--- src/rtl/sfx_pkg.sv ---
// Shared definitions for the sound-effect playback scheduler.
//   - clip ids (higher id = higher priority)
//   - clip address table, end address inclusive
//   - scheduler FSM state encoding
package sfx_pkg;

  localparam int SFX_ADDR_W        = 23;
  localparam int SFX_DATA_W        = 8;
  localparam int SFX_NREQ          = 4;
  localparam int SFX_FETCH_TIMEOUT = 255;

  localparam logic [1:0] SFX_MUSIC    = 2'd0;
  localparam logic [1:0] SFX_WHACK    = 2'd1;
  localparam logic [1:0] SFX_MISS     = 2'd2;
  localparam logic [1:0] SFX_GAMEOVER = 2'd3;

  typedef enum logic [2:0] {
    ST_IDLE      = 3'd0,
    ST_SELECT    = 3'd1,
    ST_WAIT_TICK = 3'd2,
    ST_FETCH     = 3'd3,
    ST_WAIT_DATA = 3'd4
  } sfx_state_e;

  // First sample address of each clip.
  function automatic logic [SFX_ADDR_W-1:0] clip_start(input logic [1:0] id);
    case (id)
      SFX_MUSIC: clip_start = 23'h00_8B00;
      SFX_WHACK: clip_start = 23'h00_0100;
      SFX_MISS:  clip_start = 23'h00_0200;
      default:   clip_start = 23'h00_0300;
    endcase
  endfunction

  // Last sample address of each clip (inclusive).
  function automatic logic [SFX_ADDR_W-1:0] clip_end(input logic [1:0] id);
    case (id)
      SFX_MUSIC: clip_end = 23'h00_8B0F;
      SFX_WHACK: clip_end = 23'h00_0102;
      SFX_MISS:  clip_end = 23'h00_0203;
      default:   clip_end = 23'h00_0303;
    endcase
  endfunction

endpackage

--- src/rtl/sfx_playback_scheduler_pick.sv ---
// sfx_priority_pick: combinational highest-set-bit encoder over the pending mask.
//   pend_i  : pending request bits, bit i = clip id i
//   valid_o : at least one bit pending
//   id_o    : index of the highest pending bit (0 when none)
module sfx_priority_pick
  import sfx_pkg::*;
#(
  parameter int NREQ = SFX_NREQ
) (
  input  logic [NREQ-1:0] pend_i,
  output logic            valid_o,
  output logic [1:0]      id_o
);

  always_comb begin
    valid_o = |pend_i;
    id_o    = '0;
    // Later iterations overwrite earlier ones, so the highest set bit wins.
    for (int i = 0; i < NREQ; i++) begin
      if (pend_i[i]) id_o = 2'(i);
    end
  end

endmodule

--- src/rtl/sfx_playback_scheduler.sv ---
// sfx_playback_scheduler: shares the single sample-ROM read path among music and
// three effects. One ROM read per sample tick; effects preempt music, music
// resumes from where it paused.
//   clk, reset        : clock, synchronous active-high reset
//   sample_tick_i     : one-clk pulse at the sample rate
//   req_i             : one-clk request pulse per clip id
//   stop_i            : one-clk abort, go silent
//   mem_addr_o/rd_o   : ROM read address and one-clk read strobe
//   mem_valid_i/data_i: ROM read return
//   audio_out_o       : current sample, held between ticks
//   playing_o/_id_o   : a clip is active / which one (0 when idle)
//   clip_done_o       : one-clk pulse after the last sample of a clip returns
//   fetch_error_o     : one-clk pulse when a read is abandoned
//   music_address_o   : music pointer, frozen while paused, 0 when music inactive
//   state_o           : FSM state for observation
//
// ROM handshake: mem_rd_o is a one-cycle strobe with mem_addr_o valid in the same
// cycle; exactly one read is outstanding at a time. The ROM answers with a
// one-cycle mem_valid_i pulse carrying mem_data_i. A mem_valid_i that arrives
// outside WAIT_DATA (after stop, reset or timeout) is ignored.
module sfx_playback_scheduler
  import sfx_pkg::*;
#(
  parameter int ADDR_W        = SFX_ADDR_W,
  parameter int DATA_W        = SFX_DATA_W,
  parameter int NREQ          = SFX_NREQ,
  parameter int FETCH_TIMEOUT = SFX_FETCH_TIMEOUT
) (
  input  logic              clk,
  input  logic              reset,
  input  logic              sample_tick_i,
  input  logic [NREQ-1:0]   req_i,
  input  logic              stop_i,
  output logic [ADDR_W-1:0] mem_addr_o,
  output logic              mem_rd_o,
  input  logic              mem_valid_i,
  input  logic [DATA_W-1:0] mem_data_i,
  output logic [DATA_W-1:0] audio_out_o,
  output logic              playing_o,
  output logic [1:0]        playing_id_o,
  output logic              clip_done_o,
  output logic              fetch_error_o,
  output logic [ADDR_W-1:0] music_address_o,
  output logic [2:0]        state_o
);

  localparam int CNT_W = $clog2(FETCH_TIMEOUT + 1);
  localparam logic [DATA_W-1:0] MIDSCALE = {1'b1, {(DATA_W-1){1'b0}}};

  sfx_state_e        state_q, state_d;
  logic [NREQ-1:0]   pend_q, pend_d, req_eff, clr;
  logic              music_active_q, music_active_d;
  logic [ADDR_W-1:0] music_addr_q, music_addr_d;
  logic [ADDR_W-1:0] ptr_q, ptr_d;
  logic [1:0]        cur_id_q, cur_id_d;
  logic [DATA_W-1:0] audio_q, audio_d;
  logic [CNT_W-1:0]  cnt_q, cnt_d;
  logic              retrig_q, retrig_d;
  logic              clip_done_q, clip_done_d;
  logic              fetch_error_q, fetch_error_d;
  logic              pick_valid, finish;
  logic [1:0]        pick_id;

  sfx_priority_pick #(.NREQ(NREQ)) u_pick (
    .pend_i  (pend_q),
    .valid_o (pick_valid),
    .id_o    (pick_id)
  );

  always_ff @(posedge clk) begin
    if (reset) begin
      state_q        <= ST_IDLE;
      pend_q         <= '0;
      music_active_q <= 1'b0;
      music_addr_q   <= '0;
      ptr_q          <= '0;
      cur_id_q       <= '0;
      audio_q        <= MIDSCALE;
      cnt_q          <= '0;
      retrig_q       <= 1'b0;
      clip_done_q    <= 1'b0;
      fetch_error_q  <= 1'b0;
    end else begin
      state_q        <= state_d;
      pend_q         <= pend_d;
      music_active_q <= music_active_d;
      music_addr_q   <= music_addr_d;
      ptr_q          <= ptr_d;
      cur_id_q       <= cur_id_d;
      audio_q        <= audio_d;
      cnt_q          <= cnt_d;
      retrig_q       <= retrig_d;
      clip_done_q    <= clip_done_d;
      fetch_error_q  <= fetch_error_d;
    end
  end

  always_comb begin
    state_d        = state_q;
    music_active_d = music_active_q;
    music_addr_d   = music_addr_q;
    ptr_d          = ptr_q;
    cur_id_d       = cur_id_q;
    audio_d        = audio_q;
    cnt_d          = cnt_q;
    retrig_d       = retrig_q;
    clip_done_d    = 1'b0;
    fetch_error_d  = 1'b0;
    clr            = '0;
    finish         = 1'b0;

    // A music request while music is active (playing or paused) is meaningless.
    req_eff            = req_i;
    req_eff[SFX_MUSIC] = req_i[SFX_MUSIC] & ~music_active_q;

    // A repeat request for the effect on air restarts it at the next WAIT_TICK.
    if ((state_q inside {ST_WAIT_TICK, ST_FETCH, ST_WAIT_DATA}) &&
        (cur_id_q != SFX_MUSIC) && req_i[cur_id_q])
      retrig_d = 1'b1;

    case (state_q)
      ST_IDLE: begin
        audio_d  = MIDSCALE;
        cur_id_d = SFX_MUSIC;
        if (|pend_q) state_d = ST_SELECT;
      end
      ST_SELECT: begin
        retrig_d = 1'b0;
        if (pick_valid) begin
          cur_id_d = pick_id;
          if (pick_id == SFX_MUSIC) begin
            music_active_d = 1'b1;
            if (music_active_q) begin
              ptr_d = music_addr_q;   // resume where the music was paused
            end else begin
              ptr_d        = ADDR_W'(clip_start(pick_id));
              music_addr_d = ADDR_W'(clip_start(pick_id));
            end
          end else begin
            ptr_d = ADDR_W'(clip_start(pick_id));
          end
          state_d = ST_WAIT_TICK;
        end else begin
          state_d = ST_IDLE;
        end
      end
      ST_WAIT_TICK: begin
        if (pick_valid && (pick_id > cur_id_q)) begin
          // Preempted effects are dropped; preempted music keeps its pend bit and pointer.
          if (cur_id_q != SFX_MUSIC) clr[cur_id_q] = 1'b1;
          state_d = ST_SELECT;
        end else if (retrig_q) begin
          state_d = ST_SELECT;
        end else if (sample_tick_i) begin
          state_d = ST_FETCH;
        end
      end
      ST_FETCH: begin
        // The counter starts at the strobe so the timeout is measured from mem_rd.
        cnt_d   = CNT_W'(1);
        state_d = ST_WAIT_DATA;
      end
      ST_WAIT_DATA: begin
        if (mem_valid_i) begin
          audio_d = mem_data_i;
          if (ptr_q == ADDR_W'(clip_end(cur_id_q))) begin
            clip_done_d = 1'b1;
            finish      = 1'b1;
            if (!retrig_q) clr[cur_id_q] = 1'b1;
            if (cur_id_q == SFX_MUSIC) begin
              music_active_d = 1'b0;
              music_addr_d   = '0;
            end
          end else begin
            ptr_d = ptr_q + 1'b1;
            if (cur_id_q == SFX_MUSIC) music_addr_d = ptr_q + 1'b1;
            state_d = ST_WAIT_TICK;
          end
        end else if (cnt_q == CNT_W'(FETCH_TIMEOUT - 1)) begin
          fetch_error_d = 1'b1;
          finish        = 1'b1;
          clr[cur_id_q] = 1'b1;
          if (cur_id_q == SFX_MUSIC) begin
            music_active_d = 1'b0;
            music_addr_d   = '0;
          end
        end else begin
          cnt_d = cnt_q + 1'b1;
        end
      end
      default: state_d = ST_IDLE;
    endcase

    // Clears apply before new requests so a request in the finishing cycle survives.
    pend_d = (pend_q & ~clr) | req_eff;

    if (finish) begin
      retrig_d = 1'b0;
      if (|pend_d) begin
        state_d = ST_SELECT;
      end else begin
        state_d  = ST_IDLE;
        cur_id_d = SFX_MUSIC;
      end
    end

    if (stop_i) begin
      state_d        = ST_IDLE;
      pend_d         = '0;
      music_active_d = 1'b0;
      music_addr_d   = '0;
      audio_d        = MIDSCALE;
      cur_id_d       = SFX_MUSIC;
      retrig_d       = 1'b0;
      clip_done_d    = 1'b0;
      fetch_error_d  = 1'b0;
    end
  end

  assign mem_rd_o        = (state_q == ST_FETCH);
  assign mem_addr_o      = mem_rd_o ? ptr_q : '0;
  assign audio_out_o     = audio_q;
  assign playing_o       = (state_q != ST_IDLE);
  assign playing_id_o    = cur_id_q;
  assign clip_done_o     = clip_done_q;
  assign fetch_error_o   = fetch_error_q;
  assign music_address_o = music_addr_q;
  assign state_o         = state_q;

endmodule

--- config.mk ---
export PLATFORM = sky130hd
export DESIGN_NAME = sfx_playback_scheduler
export DESIGN_NICKNAME = d
export VERILOG_FILES = /design/src/rtl/sfx_pkg.sv /design/src/rtl/sfx_playback_scheduler_pick.sv /design/src/rtl/sfx_playback_scheduler.sv
export SDC_FILE = /design/constraint.sdc
export NUM_CORES = 1
export LEC_CHECK = 0
export ABC_CLOCK_PERIOD_IN_PS = 5800
export BUFFER_PORTS_ARGS = -buffer_cell sky130_fd_sc_hd__buf_4
export CAP_MARGIN = 20
export CORE_AREA = 3 3 92 94
export CTS_CLUSTER_DIAMETER = 100
export DETAILED_ROUTE_END_ITERATION = 8
export DIE_AREA = 0 0 95 97
export PLACE_DENSITY_LB_ADDON = 0.3
export SLEW_MARGIN = 5
export SYNTH_ARGS = -nofsm -noshare
export SYNTH_HDL_FRONTEND = slang
export SYNTH_SLANG_ARGS = --single-unit
export TNS_END_PERCENT = 20
--- constraint.sdc ---
create_clock -name clk -period 5.8 [get_ports clk]
set_input_delay 1.16 -clock clk [delete_from_list [all_inputs] [get_ports clk]]
set_output_delay 1.16 -clock clk [all_outputs]
set_load 0.02 [all_outputs]
### Yosys cells after proc, flatten, opt, wreduce, memory -nomap -nowiden

Index checks and enable logic that the tools add are counted.

* register bits: 75
* input port bits: 17
* output and inout port bits: 63
* logic and storage cells: 134

* $add $sub $neg: 2
* magnitude comparators: 3
* equality and inequality tests: 23
* muxes and demuxes: 63
* bitwise logic cells: 7
* reductions and logical operators: 25

Operators with widths (count)
* 2-to-1 mux 23 bit: 15
* case mux 23 bit (2 select lines): 2
* case mux 16 bit (3 select lines): 1
* case mux 8 bit (2 select lines): 2
* 2-to-1 mux 4 bit: 6
* 2-to-1 mux 8 bit: 3
* adder 23 x 1 -> 23 bit, second input constant: 1
* equality test 23 bit: 1
* 2-to-1 mux 3 bit: 7
* case mux 10 bit (2 select lines): 1
* OR reduction 4 bit: 5
* case mux 3 bit (5 select lines): 1
* 2-to-1 mux 1 bit: 14
* 2-to-1 mux 2 bit: 6
* != test 2 bit, second input constant: 6
* AND reduction 5 bit: 2
* != test 3 bit, second input constant: 3
* adder 8 x 1 -> 8 bit, second input constant: 1
* equality test 8 bit, second input constant: 1
* case mux 4 bit (2 select lines): 1
* AND reduction 4 bit: 2
* nonzero test 2 bit: 4
* equality test 3 x 2 -> 1 bit, second input constant: 2
* != test 3 x 2 -> 1 bit, second input constant: 2
* 25 further kinds: 34

### Longest topological paths before layout

* depth after elaboration: 14
* mapped depth: 11

### Cells and area by module

A second synthesis with hierarchy kept.

* cells, all modules: 562
* area total of the unflattened synthesis: 4272.8 um^2

Modules (own cells, without submodules)
* sfx_playback_scheduler: times used 1, cells an instance 558, area an instance 4249.1 um^2, sequential area each 1501.4 um^2
* sfx_priority_pick: times used 1, cells an instance 4, area an instance 23.8 um^2, sequential area each 0.0 um^2

### Least setup slack after synthesis

No wires, ideal clock.

* path kind: flip-flop to output port
* start point: reg state_q[1] (netlist: state_o[1])
* end point: out mem_addr_o[10]
* arrival: 1562 ps
* data required time: 4640 ps
* slack: 3078 ps
* cell stages (with the launch flop): 5
* buffers on the path: 2
* cell sequence: dfxtp_1 -> clkbuf_1 -> nor2b_1 -> clkbuf_1 -> and3_1

* cells in the longest elaborated chain, start to end: 2

RTL lines
* from (decl): line sfx_playback_scheduler.sv:50 `sfx_state_e state_q, state_d;`
* from (signal assigned): line sfx_playback_scheduler.sv:84 `state_q <= state_d;`
* equality test 3 x 2 -> 1 bit: line sfx_playback_scheduler.sv:220 `assign mem_rd_o = (state_q == ST_FETCH);`
* 2-to-1 mux 23 bit: line sfx_playback_scheduler.sv:221 `assign mem_addr_o = mem_rd_o ? ptr_q : '0;`
* to (decl): line sfx_playback_scheduler.sv:34 `output logic [ADDR_W-1:0] mem_addr_o,`

No other way between the ends.

### Worst setup path after layout

* start point: reg ptr_q[1]
* end point: reg ptr_q[20]

* cells in the longest elaborated chain, start to end: 4

RTL lines
* from (decl): line sfx_playback_scheduler.sv:54 `logic [ADDR_W-1:0] ptr_q, ptr_d;`
* from (signal assigned): line sfx_playback_scheduler.sv:88 `ptr_q <= ptr_d;`
* adder 23 x 1 -> 23 bit: line sfx_playback_scheduler.sv:175 `ptr_d = ptr_q + 1'b1;`
* 2-to-1 mux 23 bit: line sfx_playback_scheduler.sv:166 `if (ptr_q == ADDR_W'(clip_end(cur_id_q))) begin`
* 2-to-1 mux 23 bit: line sfx_playback_scheduler.sv:164 `if (mem_valid_i) begin`
* case mux 23 bit (2 select lines): line sfx_playback_scheduler.sv:121 `case (state_q)`

Several ways; a longest one is shown, not always the timed one. The select of a mux whose other input is x is not followed.
A chain may end at the register's enable or synchronous reset.

==> summary by stage <==
Status
The run finished with clean final reports.

Timing
The transition time at the pin with the least slew margin is between 1 and 1.5 ns. The relative slew slack is ~17%. Setup violations remaining at the end of the flow were counted as 0. Setup repair after global routing left no endpoint under its margin. The count of endpoints failing hold in the final timing report is 0. The clock period minus final worst setup slack is 3.10 ns. Between clock sinks in the finished design, the worst skew comes to 0.00803 ns.

The count of final max-slew check failures came to 0. The setup TNS is 0 ns. Timing would allow up to around 320 MHz.

The worst path uses 53.4% of the clock period.

Floorplanning
In this run the horizontal extent of the chip is approximately 95 microns. The core area is between 7000 and 8000 sq um. The I/O pin total is 80. The initial standard-cell utilization of the core is between 50% and 60%.

The height of the die is just under 100 microns. The number of placement rows is 32. The floorplan step defined a die boundary enclosing ~9000 sq um.

Route
In this run, the number of DRC markers left after iteration 0 of detailed routing was ~420. After detailed routing, the number of vias per cell comes to between 6 and 7. Dividing the detail-routed wire length by the instance count gives roughly 17 microns. The count of nets left with antenna violations after detail routing is 0.

The final wirelength is about 12 mm. For this run, design rule violations remaining after detail routing come to 0. The first detailed-routing pass took 5 iterations. The total via count after detailed routing is 4333.

Synth
After synthesis the cells add up to 4230 sq um. After synthesis, the share of flip-flops with an asynchronous set or reset is 0%. The top cell type's share of synthesized area is roughly 36%. Sorting the synthesized cells by area gives the leading types as dfxtp_1, nor2_1, and3_1, nand2_1, a21oi_1. The count of state elements after synthesis is 75.

Averaged over all synthesized cells, the footprint is ~7.6 sq um. Synthesis instantiated 54 different standard cells from the library. Yosys mapped a number of flops with a built-in enable equal to 0. The cell count after synthesis is approximately 560.

The predominant post-synthesis flop cell is dfxtp_1. Sequential elements use 35.5% of the synthesized area. The most area-hungry cell type in the Yosys netlist is dfxtp_1.

When the netlist entered floorplanning its net count stood at roughly 580. Yosys printed 0 warnings.

CTS
The number of hold buffers added after CTS was 0. Buffers inserted during clock tree synthesis total 9. The TritonCTS clock tree is built. The clock tree synthesis step divided the H-tree into 3 levels. CTS placed an instance of clkbuf_8 at the clock tree root.

The number of buffers inserted to repair setup after CTS is 0. At the later pin of the worst-skew pair, clock insertion delay measures 0.36 ns. The count of instances resized after the clock tree is built is 0.

In this run the deepest clock path goes through 2 buffers. The CTS sink count is 75. The CTS clock-pin slew for the worst setup and hold paths is ~0.080 ns.

Place
The congestion estimate from routability-driven global placement came to ~0.95. After legalization and detailed placement, the total HPWL measured about 8.2 mm. Input and output buffers added on the ports amount to 79. In this run, placement finished with an instance count of 689. Once placement finished, the instance area stood at 4750 sq um.

Layout
The final standard cell area without fillers is 5030 sq um. For this run, the share of the core covered by cells in the final layout is 65.1%. The number of non-filler instances in the completed layout is between 700 and 800.

The library cells used most frequently in the layout, excluding fill and tap cells, are buf_4, nor2_1, dfxtp_1, nand2_1. Cells with a size suffix above 1 make up approximately a fifth of the layout. After the last flow step, the layout net total stands at between 600 and 700. The repair_antennas step left the layout with diodes totalling 0. From synthesis to final layout, the design area changed by 19.0%. The commonest non-fill, non-tap cell in the layout is buf_4.

Worst setup path
The maximum fanout along the worst path is 23. The worst-case register-to-register setup slack is between 2 and 3 ns. The critical setup path kind is reg2reg. The required time reported for the critical path endpoint is between 6 and 7 ns. The worst setup path startpoint is ptr_q[1]. The worst endpoint data arrival time is about 3.4 ns.

The element type at the critical path start is a register. The start of the worst register-to-register path is ptr_q[1]. STA classifies the critical path endpoint as a register.

Worst hold path
The critical hold path startpoint is audio_out_o[4]. The type of the worst min-delay path is reg2reg.

Global routing
The overflow left after global routing is 0. For this run, the total global-route usage over all layers was measured as about a quarter. The first-pass GRT wire length is just under 20 mm. The via count of the first global-routing pass is between 4000 and 5000.

The initial antenna violation count was 0. The largest net degree at the start of global routing is 39.

Power
The total power density per cell area is between 200 and 250 nW/um^2. The post-route total power is approximately 1.2 mW. The standby leakage power is about 1.9 nW.

VDD sags by at most between 200 and 250 uV.

Flow run
The tool flagged a number of max-cap violations equal to 0.
critical path, cell delays in order (launching register included):
cell      delay [ns]
dfxtp_1         0.52
nor4b_1         0.35
nand4_1         0.20
a21o_1          0.23
o21a_1          0.33
a32oi_2         1.01
a221oi_1        0.14
nor3_1          0.23
cell usage after synthesis (12+ instances only):
cell type,instances
nand4_1,13
nand3_1,19
xor2_1,12
clkbuf_1,37
nor3_1,29
a21oi_1,31
and3_1,31
o21ai_1,13
a22oi_1,16
dfxtp_1,75
a211oi_1,20
o21ai_0,13
nor2_1,76
nand2_1,46
final cells by class:
type	instances	area (sq um)
clock buffers	10	128
clock inverters	6	138
fillers	656	2700
inverters	8	30.0
multi-input cells	421	2470
flip-flops and latches	75	1500
well taps	102	128
repair buffers	84	638
metrics by stage:
stage               worst slack (ns)  hold WS, ns
finish                          2.70        0.477
global route                    2.44        0.504
CTS                             2.53        0.478
detailed placement              2.40        0.464
global placement                2.57        0.455
floorplan                       3.08        0.471
state kept, by name (all words and copies together), names as in the netlist, 2 cells and up:
register,flops
audio_out_o,8
ptr_q,23
pend_q,4
cnt_q,8
playing_id_o,2
music_address_o,23
state_o,3
where the power goes:
group	switching (mW)	total, mW	leakage, nW	internal [mW]
registers	0.0222	0.547	0.606	0.525
logic	0.0573	0.0969	1.21	0.0396
clock network	0.207	0.538	0.131	0.331
kinds of logic (layout without fill, tap and decap cells):
family	after synthesis	after routing	share of synthesized area, %
buffers and inverters	60	108	6.13
AO/OA/AOI/OAI	122	122	19.5
adder cells (fa/ha/maj)	5	5	1.48
AND/OR/NAND/NOR	270	270	32.2
flip-flops	75	75	35.5
XOR/XNOR	22	22	4.56
multiplexers	2	2	0.622
metal layers:
| layer | GRT usage (%) | wire, microns | vias to the layer above | part of all wire [%] |
|---|---|---|---|---|
| li1 | - | - | 2072 | - |
| met1 | 35.0 | 5070 | 2039 | 42 |
| met2 | 43.2 | 5880 | 201 | 49 |
| met3 | 4.51 | 920 | 21 | 7.6 |
| met4 | 9.10 | 222 | 0 | 1.8 |
| met5 | 0 | 0 | - | 0 |
path summary, 6_finish.rpt:
kind                                       end  cells after the start
worst max register to register       ptr_q[20]                      7
worst min-delay path            audio_out_o[4]                      2
worst min register to register  audio_out_o[4]                      2
worst max-delay path                 ptr_q[20]                      7
(Power assumes the default switching activity.)
